[config.mk]
export PLATFORM = sky130hd
export DESIGN_NAME = mem_arbiter
export DESIGN_NICKNAME = d
export VERILOG_FILES = /design/src/rtl/mem_arbiter_pkg.sv /design/src/rtl/mem_arbiter_byte_seq.sv /design/src/rtl/mem_arbiter.sv
export SDC_FILE = /design/constraint.sdc
export NUM_CORES = 1
export LEC_CHECK = 0
export ABC_CLOCK_PERIOD_IN_PS = 5200
export BUFFER_PORTS_ARGS = -buffer_cell sky130_fd_sc_hd__buf_2
export CORE_AREA = 2 2 137 139
export CTS_BUF_LIST = sky130_fd_sc_hd__clkbuf_2 sky130_fd_sc_hd__clkbuf_4 sky130_fd_sc_hd__clkbuf_8
export CTS_CLUSTER_DIAMETER = 60
export DETAILED_ROUTE_END_ITERATION = 7
export DIE_AREA = 0 0 139 141
export GPL_ROUTABILITY_DRIVEN = 0
export PLACE_DENSITY = 0.7
export SLEW_MARGIN = 20
export SYNTH_ARGS = -nofsm -noshare
export SYNTH_HDL_FRONTEND = slang
export SYNTH_SLANG_ARGS = --single-unit
[constraint.sdc]
create_clock -name clk_in -period 5.2 [get_ports clk_in]
set_input_delay 0.52 -clock clk_in [delete_from_list [all_inputs] [get_ports clk_in]]
set_output_delay 0.52 -clock clk_in [all_outputs]
set_load 0.02 [all_outputs]
[src/rtl/mem_arbiter_pkg.sv]
// Shared constants for the Thunder RAM-port arbiter: slot width, FSM state
// encodings and access-length codes.
package mem_arbiter_pkg;

    localparam int LSB_CAP_BIT = 4;

    typedef enum logic [1:0] {
        MA_IDLE  = 2'd0,
        MA_LOAD  = 2'd1,
        MA_STORE = 2'd2,
        MA_FETCH = 2'd3
    } ma_state_e;

    localparam logic [1:0] LEN_BYTE = 2'b00;
    localparam logic [1:0] LEN_HALF = 2'b01;
    localparam logic [1:0] LEN_WORD = 2'b10;

    // Index of the final byte beat for a length code (n-1). The unused code 11
    // is treated as a word.
    function automatic logic [1:0] last_beat(input logic [1:0] len);
        case (len)
            LEN_BYTE: last_beat = 2'd0;
            LEN_HALF: last_beat = 2'd1;
            default:  last_beat = 2'd3;
        endcase
    endfunction

endpackage

[src/rtl/mem_arbiter_byte_seq.sv]
// Byte sequencer for mem_arbiter: holds the granted address/length/data,
// counts byte beats, presents the current beat address and store byte, and
// assembles little-endian load data.
module mem_arbiter_byte_seq
    import mem_arbiter_pkg::*;
(
    input  logic        clk_in,
    input  logic        rst_in,
    input  logic        en_i,
    input  logic        start_i,
    input  logic        step_i,
    input  logic [31:0] addr_i,
    input  logic [1:0]  len_i,
    input  logic [31:0] val_i,
    input  logic [7:0]  mem_din,
    output logic [31:0] beat_addr_o,
    output logic [7:0]  beat_byte_o,
    output logic        last_o,
    output logic [31:0] word_o
);

    logic [31:0] addr_q;
    logic [31:0] val_q;
    logic [31:0] data_q;
    logic [1:0]  cnt_q;
    logic [1:0]  last_q;

    // Latch a new access on start; advance the beat and keep the assembled byte on step.
    always_ff @(posedge clk_in) begin
        if (rst_in) begin
            addr_q <= '0;
            val_q  <= '0;
            data_q <= '0;
            cnt_q  <= '0;
            last_q <= '0;
        end else if (en_i) begin
            if (start_i) begin
                addr_q <= addr_i;
                val_q  <= val_i;
                data_q <= '0;
                cnt_q  <= '0;
                last_q <= last_beat(len_i);
            end else if (step_i) begin
                data_q <= word_o;
                cnt_q  <= cnt_q + 2'd1;
            end
        end
    end

    // Current beat address (wraps mod 2^32), store byte, and the word with
    // the incoming RAM byte merged into the current lane.
    always_comb begin
        beat_addr_o = addr_q + {30'd0, cnt_q};
        beat_byte_o = val_q[{cnt_q, 3'b000} +: 8];
        last_o      = (cnt_q == last_q);
        word_o      = data_q;
        word_o[{cnt_q, 3'b000} +: 8] = mem_din;
    end

endmodule

[src/rtl/mem_arbiter.sv]
// Thunder RAM-port arbiter: shares the byte-wide RAM between instruction
// fetch and the load/store buffer, splitting accesses into byte beats.
// Optional feature macro: MEM_ARB_IO_STALL_EN (stall stores to I/O space
// while io_buffer_full is high).
//
//  state    | meaning
//  MA_IDLE  | no access; grant a pending request
//  MA_LOAD  | LSB load, one byte per cycle
//  MA_STORE | LSB store, one byte per cycle (may stall on I/O)
//  MA_FETCH | instruction word fetch, four bytes
module mem_arbiter
    import mem_arbiter_pkg::*;
#(
    parameter logic [31:0] IO_BASE = 32'h0003_0000,
    parameter bit          FAIR    = 1'b1
) (
    input  logic                   clk_in,
    input  logic                   rst_in,
    input  logic                   rdy_in,
    input  logic                   clear,
    input  logic [7:0]             mem_din,
    output logic [7:0]             mem_dout,
    output logic [31:0]            mem_a,
    output logic                   mem_wr,
    input  logic                   io_buffer_full,
    input  logic                   if_req,
    input  logic [31:0]            if_addr,
    output logic                   if_done,
    output logic [31:0]            if_data,
    input  logic                   lsb_req,
    input  logic [LSB_CAP_BIT-1:0] lsb_pos,
    input  logic                   lsb_ls,
    input  logic [1:0]             lsb_len,
    input  logic [31:0]            lsb_addr,
    input  logic [31:0]            lsb_val,
    output logic                   mem_busy,
    output logic                   mem_finished,
    output logic [31:0]            mem_val,
    output logic [LSB_CAP_BIT-1:0] mem_pos
);

    ma_state_e              state_q, state_d;
    logic                   last_lsb_q, last_lsb_d;
    logic [LSB_CAP_BIT-1:0] pos_q, pos_d;
    logic                   if_done_q, if_done_d;
    logic [31:0]            if_data_q, if_data_d;
    logic                   fin_q, fin_d;
    logic [31:0]            mem_val_q, mem_val_d;
    logic [LSB_CAP_BIT-1:0] mem_pos_q, mem_pos_d;

    logic        seq_start, seq_step, seq_last;
    logic [31:0] seq_addr, seq_val, seq_word, beat_addr;
    logic [1:0]  seq_len;
    logic [7:0]  beat_byte;
    logic        grant_fetch;
    logic        store_stall;

    mem_arbiter_byte_seq u_seq (
        .clk_in      (clk_in),
        .rst_in      (rst_in),
        .en_i        (rdy_in),
        .start_i     (seq_start),
        .step_i      (seq_step),
        .addr_i      (seq_addr),
        .len_i       (seq_len),
        .val_i       (seq_val),
        .mem_din     (mem_din),
        .beat_addr_o (beat_addr),
        .beat_byte_o (beat_byte),
        .last_o      (seq_last),
        .word_o      (seq_word)
    );

`ifdef MEM_ARB_IO_STALL_EN
    assign store_stall = io_buffer_full && (beat_addr >= IO_BASE);
`else
    logic unused_io_full;
    assign unused_io_full = io_buffer_full;
    assign store_stall    = 1'b0;
`endif

    // Fetch wins only when LSB is idle, or when fairness hands it the turn.
    assign grant_fetch = if_req && (!lsb_req || (FAIR && last_lsb_q));

    // Grant decision, beat sequencing and completion pulses.
    always_comb begin
        state_d    = state_q;
        last_lsb_d = last_lsb_q;
        pos_d      = pos_q;
        if_done_d  = 1'b0;
        if_data_d  = if_data_q;
        fin_d      = 1'b0;
        mem_val_d  = mem_val_q;
        mem_pos_d  = mem_pos_q;
        seq_start  = 1'b0;
        seq_step   = 1'b0;
        seq_addr   = lsb_addr;
        seq_len    = lsb_len;
        seq_val    = lsb_val;
        case (state_q)
            MA_IDLE: begin
                if (grant_fetch) begin
                    seq_addr   = if_addr;
                    seq_len    = LEN_WORD;
                    seq_val    = '0;
                    seq_start  = 1'b1;
                    state_d    = MA_FETCH;
                    last_lsb_d = 1'b0;
                end else if (lsb_req) begin
                    seq_start  = 1'b1;
                    state_d    = lsb_ls ? MA_STORE : MA_LOAD;
                    last_lsb_d = 1'b1;
                    pos_d      = lsb_pos;
                end
            end
            MA_LOAD: begin
                if (clear) begin
                    state_d = MA_IDLE;
                end else begin
                    seq_step = 1'b1;
                    if (seq_last) begin
                        state_d   = MA_IDLE;
                        fin_d     = 1'b1;
                        mem_val_d = seq_word;
                        mem_pos_d = pos_q;
                    end
                end
            end
            MA_FETCH: begin
                if (clear) begin
                    state_d = MA_IDLE;
                end else begin
                    seq_step = 1'b1;
                    if (seq_last) begin
                        state_d   = MA_IDLE;
                        if_done_d = 1'b1;
                        if_data_d = seq_word;
                    end
                end
            end
            MA_STORE: begin
                // Committed stores ignore clear and always finish.
                if (!store_stall) begin
                    seq_step = 1'b1;
                    if (seq_last) begin
                        state_d   = MA_IDLE;
                        fin_d     = 1'b1;
                        mem_pos_d = pos_q;
                    end
                end
            end
            default: state_d = MA_IDLE;
        endcase
    end

    // State and output registers; everything holds while rdy_in is low.
    always_ff @(posedge clk_in) begin
        if (rst_in) begin
            state_q    <= MA_IDLE;
            last_lsb_q <= 1'b0;
            pos_q      <= '0;
            if_done_q  <= 1'b0;
            if_data_q  <= '0;
            fin_q      <= 1'b0;
            mem_val_q  <= '0;
            mem_pos_q  <= '0;
        end else if (rdy_in) begin
            state_q    <= state_d;
            last_lsb_q <= last_lsb_d;
            pos_q      <= pos_d;
            if_done_q  <= if_done_d;
            if_data_q  <= if_data_d;
            fin_q      <= fin_d;
            mem_val_q  <= mem_val_d;
            mem_pos_q  <= mem_pos_d;
        end
    end

    assign mem_a        = beat_addr;
    assign mem_dout     = beat_byte;
    assign mem_wr       = rdy_in && (state_q == MA_STORE) && !store_stall;
    assign mem_busy     = (state_q != MA_IDLE);
    assign if_done      = if_done_q;
    assign if_data      = if_data_q;
    assign mem_finished = fin_q;
    assign mem_val      = mem_val_q;
    assign mem_pos      = mem_pos_q;

endmodule

==> results.cfg <==
[route]
ant_nets = 0
wl_per_cell_microns = 15.4
totalWireLength_microns = 20300
via_per_inst = 5.30
drc_errors = 0
routed-via-count = 6982
firstDrtPassIters = 5
drtIter0Drc = 481

[worst_setup_path]
cp-endpoint = mem_a[22]
rr_worst_depth = 5
r2r_start = u_seq.cnt_q[1]
cp_slowest_cell = dfxtp_1
rrSetupSlack_ps = 2140
worstPathCellList = inv_1, fa_1, nor4_4, nand4_1, xnor2_1, buf_2
crit_start = u_seq.cnt_q[1]
crit_path_start_kind = flip-flop
cp_slowest_stage_delay_ps = 870
cp.required_ps = 4680
path_class = flip-flop to output port
cp_max_fo = 15
endpoint_kind = output port
rr_endpoint = if_data[24]
arrival_ps = 3480

[synthesis]
yosys_warnings = 0
netlist_instances = 891
syn_nets = 1022
syn_avg_cell_area_sq_um = 9.04
yosysSeqAreaShare = 0.440
synth_edf_count = 0
ys_ff_latch = 177
synth_flop_cell = dfxtp_1
syn_area_sq_mm = 0.00805
synthArstFlopShare = 0
ys_types = 53

[grt]
grt_pass1_wl_microns = 32600
grt_max_degree = 125
grt_pass1_vias = 6476
track_usage = 0.202
grt_remaining_overflow = 0
antenna_found_initial = 1

[timing]
setup_slack_ps = 1200
max_freq_ghz = 0.250
post-route-period-util = 0.769
max-slew-margin-rel = 0.296
rsz0062_at_grt = false
skew_ps = 20.3
worst_pin_slew_ps = 1050
slew_viol_final = 0
setup_viol = 0
fin_crit_ps = 4000
hold_viol = 0
final.setup.tns_ps = 0

[clocking]
post_cts_resized = 0
clk_pin_slew_ps = 110
hold_buffers = 0
clock_latency_ps = 470
cts_setup_buffers = 0
clock_sinks = 177
cts_max_path_buffers = 2
cts_tree = done
cts_root_buf = clkbuf_8
htreeDepth = 4
numCtsBuffers = 17

[placed_design]
dp_slack_ps = 1700
dp_hpwl_microns = 13500
io_buffers = 228

[pwr]
total_leakage_power_uw = 0.00399
clkPwrFrac = 0.325
p_comb_frac = 0.156
peakVddDrop_mv = 0.177
p_int_uw = 1930
power-per-cell-area_mw_per_mm2 = 291
power_switching_uw = 867
seq_power_share = 0.519
power_switching_share = 0.310

[final_layout]
multiInputGateArea_sq_mm = 0.00410
area_growth_pct = 19.5
register_area_sq_mm = 0.00354
nets = 1202
drive_gt1_frac = 0.268
fill_cells = 1748
n_antenna_cell = 0

[floorplan]
core-area_sq_mm = 0.0183
dieArea_sq_mm = 0.0196
core.rowCount = 50
fp.dieW_microns = 139
ios = 230
start_util = 0.441
die_h_microns = 141

[flow_run]
max_cap_viol_count = 0

[outcome]
outcome = complete, no violations

[hold_path]
hold_path_class = input port to flip-flop
[metal layers]
layer  wire length [microns]  track usage  vias up
met1                    9300        0.268     3215
met3                    1130       0.0520       23
met4                     274       0.0542        2
met2                    9530        0.331      195
met5                      13            0        -
li1                        -            -     3547
[worst max-delay path, delay by kind of cell, from the launching register on]
family	cells	cell delay, ps
flip-flops	1	870
AND/OR/NAND/NOR	2	850
adder cells (fa/ha/maj)	1	610
buffers and inverters	2	460
XOR/XNOR	1	210
[synth_stat cells (21+ instances only)]
cell      instances  area share
dfxtp_1         177        0.44
a211oi_1         95       0.089
mux2i_1          42       0.052
nand2b_1         21       0.016
clkbuf_1         45       0.021
nand2_1          40       0.019
nor2_1          164       0.076
xnor2_1          27       0.029
buf_2            22       0.014
a22oi_1          48       0.045
a21oi_1          31       0.019
inv_1            26       0.012
[kinds of logic (layout without fill, tap and decap cells)]
kind of cell / count (synthesis) / in the layout / share of synthesized area
AO/OA/AOI/OAI: 226 / 226 / 0.204
XOR/XNOR: 34 / 34 / 0.0370
adder cells (fa/ha/maj): 13 / 13 / 0.0211
buffers and inverters: 101 / 294 / 0.0533
flip-flops: 177 / 177 / 0.440
multiplexers: 50 / 50 / 0.0746
AND/OR/NAND/NOR: 290 / 290 / 0.170
[layout by cell type, fill, tap and decap left out, types with 14 or more instances in the layout]
cell type and instances:
o22a_1 14, a22oi_1 48, nor2_1 164, a211oi_1 95, mux2i_1 42, buf_2 227
nand2b_1 21, inv_1 26, nor2b_1 18, nand2_1 40, xnor2_1 27, clkbuf_8 17
dfxtp_1 177, o22ai_1 14, a21oi_1 31
[state kept, by name (all words and copies together), names as in the netlist]
| register | flops |
|---|---|
| if_done | 1 |
| u_seq.cnt_q | 2 |
| u_seq.data_q | 32 |
| last_lsb_q | 1 |
| u_seq.addr_q | 32 |
| state_q | 2 |
| mem_val | 32 |
| if_data | 32 |
| mem_pos | 4 |
| mem_finished | 1 |
| u_seq.last_q | 2 |
| pos_q | 4 |
| u_seq.val_q | 32 |
[stage by stage]
stage | cells | instance area (sq um) | total power, uW | hold slack [ps] | utilization
global route | 1318 | 9620 | 2940 | 259 | 0.527
floorplan | 891 | 8050 | 1770 | 427 | -
global placement | 1286 | 9240 | 1920 | 433 | 0.506
CTS | 1318 | 9620 | 2830 | 247 | 0.527
detailed placement | 1286 | 9240 | 1920 | 439 | 0.506
finish | 1318 | 9620 | 2800 | 275 | 0.527
[worst min-delay path by stage]
stage,slack (ps),cells after the start,from,endpoint
5_1_grt,260,3,lsb_val[21],u_seq.val_q[21]
2_1_floorplan,430,2,u_seq.data_q[0],u_seq.data_q[0]
6_report,280,3,lsb_val[25],u_seq.val_q[25]
4_1_cts,250,3,lsb_val[20],u_seq.val_q[20]
3_5_place_dp,440,2,u_seq.data_q[16],u_seq.data_q[16]
3_3_place_gp,430,2,u_seq.data_q[0],u_seq.data_q[0]
[cell type report]
class | instances | area share
multi-input cells | 613 | 0.426
flip-flops and latches | 177 | 0.368
repair buffers | 236 | 0.126
well taps | 234 | 0.0304
clock buffers | 17 | 0.0243
clock inverters | 15 | 0.0151
inverters | 26 | 0.0101
[power by group through the flow]
stage | clock [uW] | sequential (uW) | combinational, uW
detailed placement | 0 | 1480 | 439
finish | 910 | 1450 | 437
floorplan | 0 | 1490 | 287
global route | 995 | 1460 | 480
global placement | 0 | 1480 | 434
CTS | 938 | 1450 | 441
(Power assumes the default switching activity.)
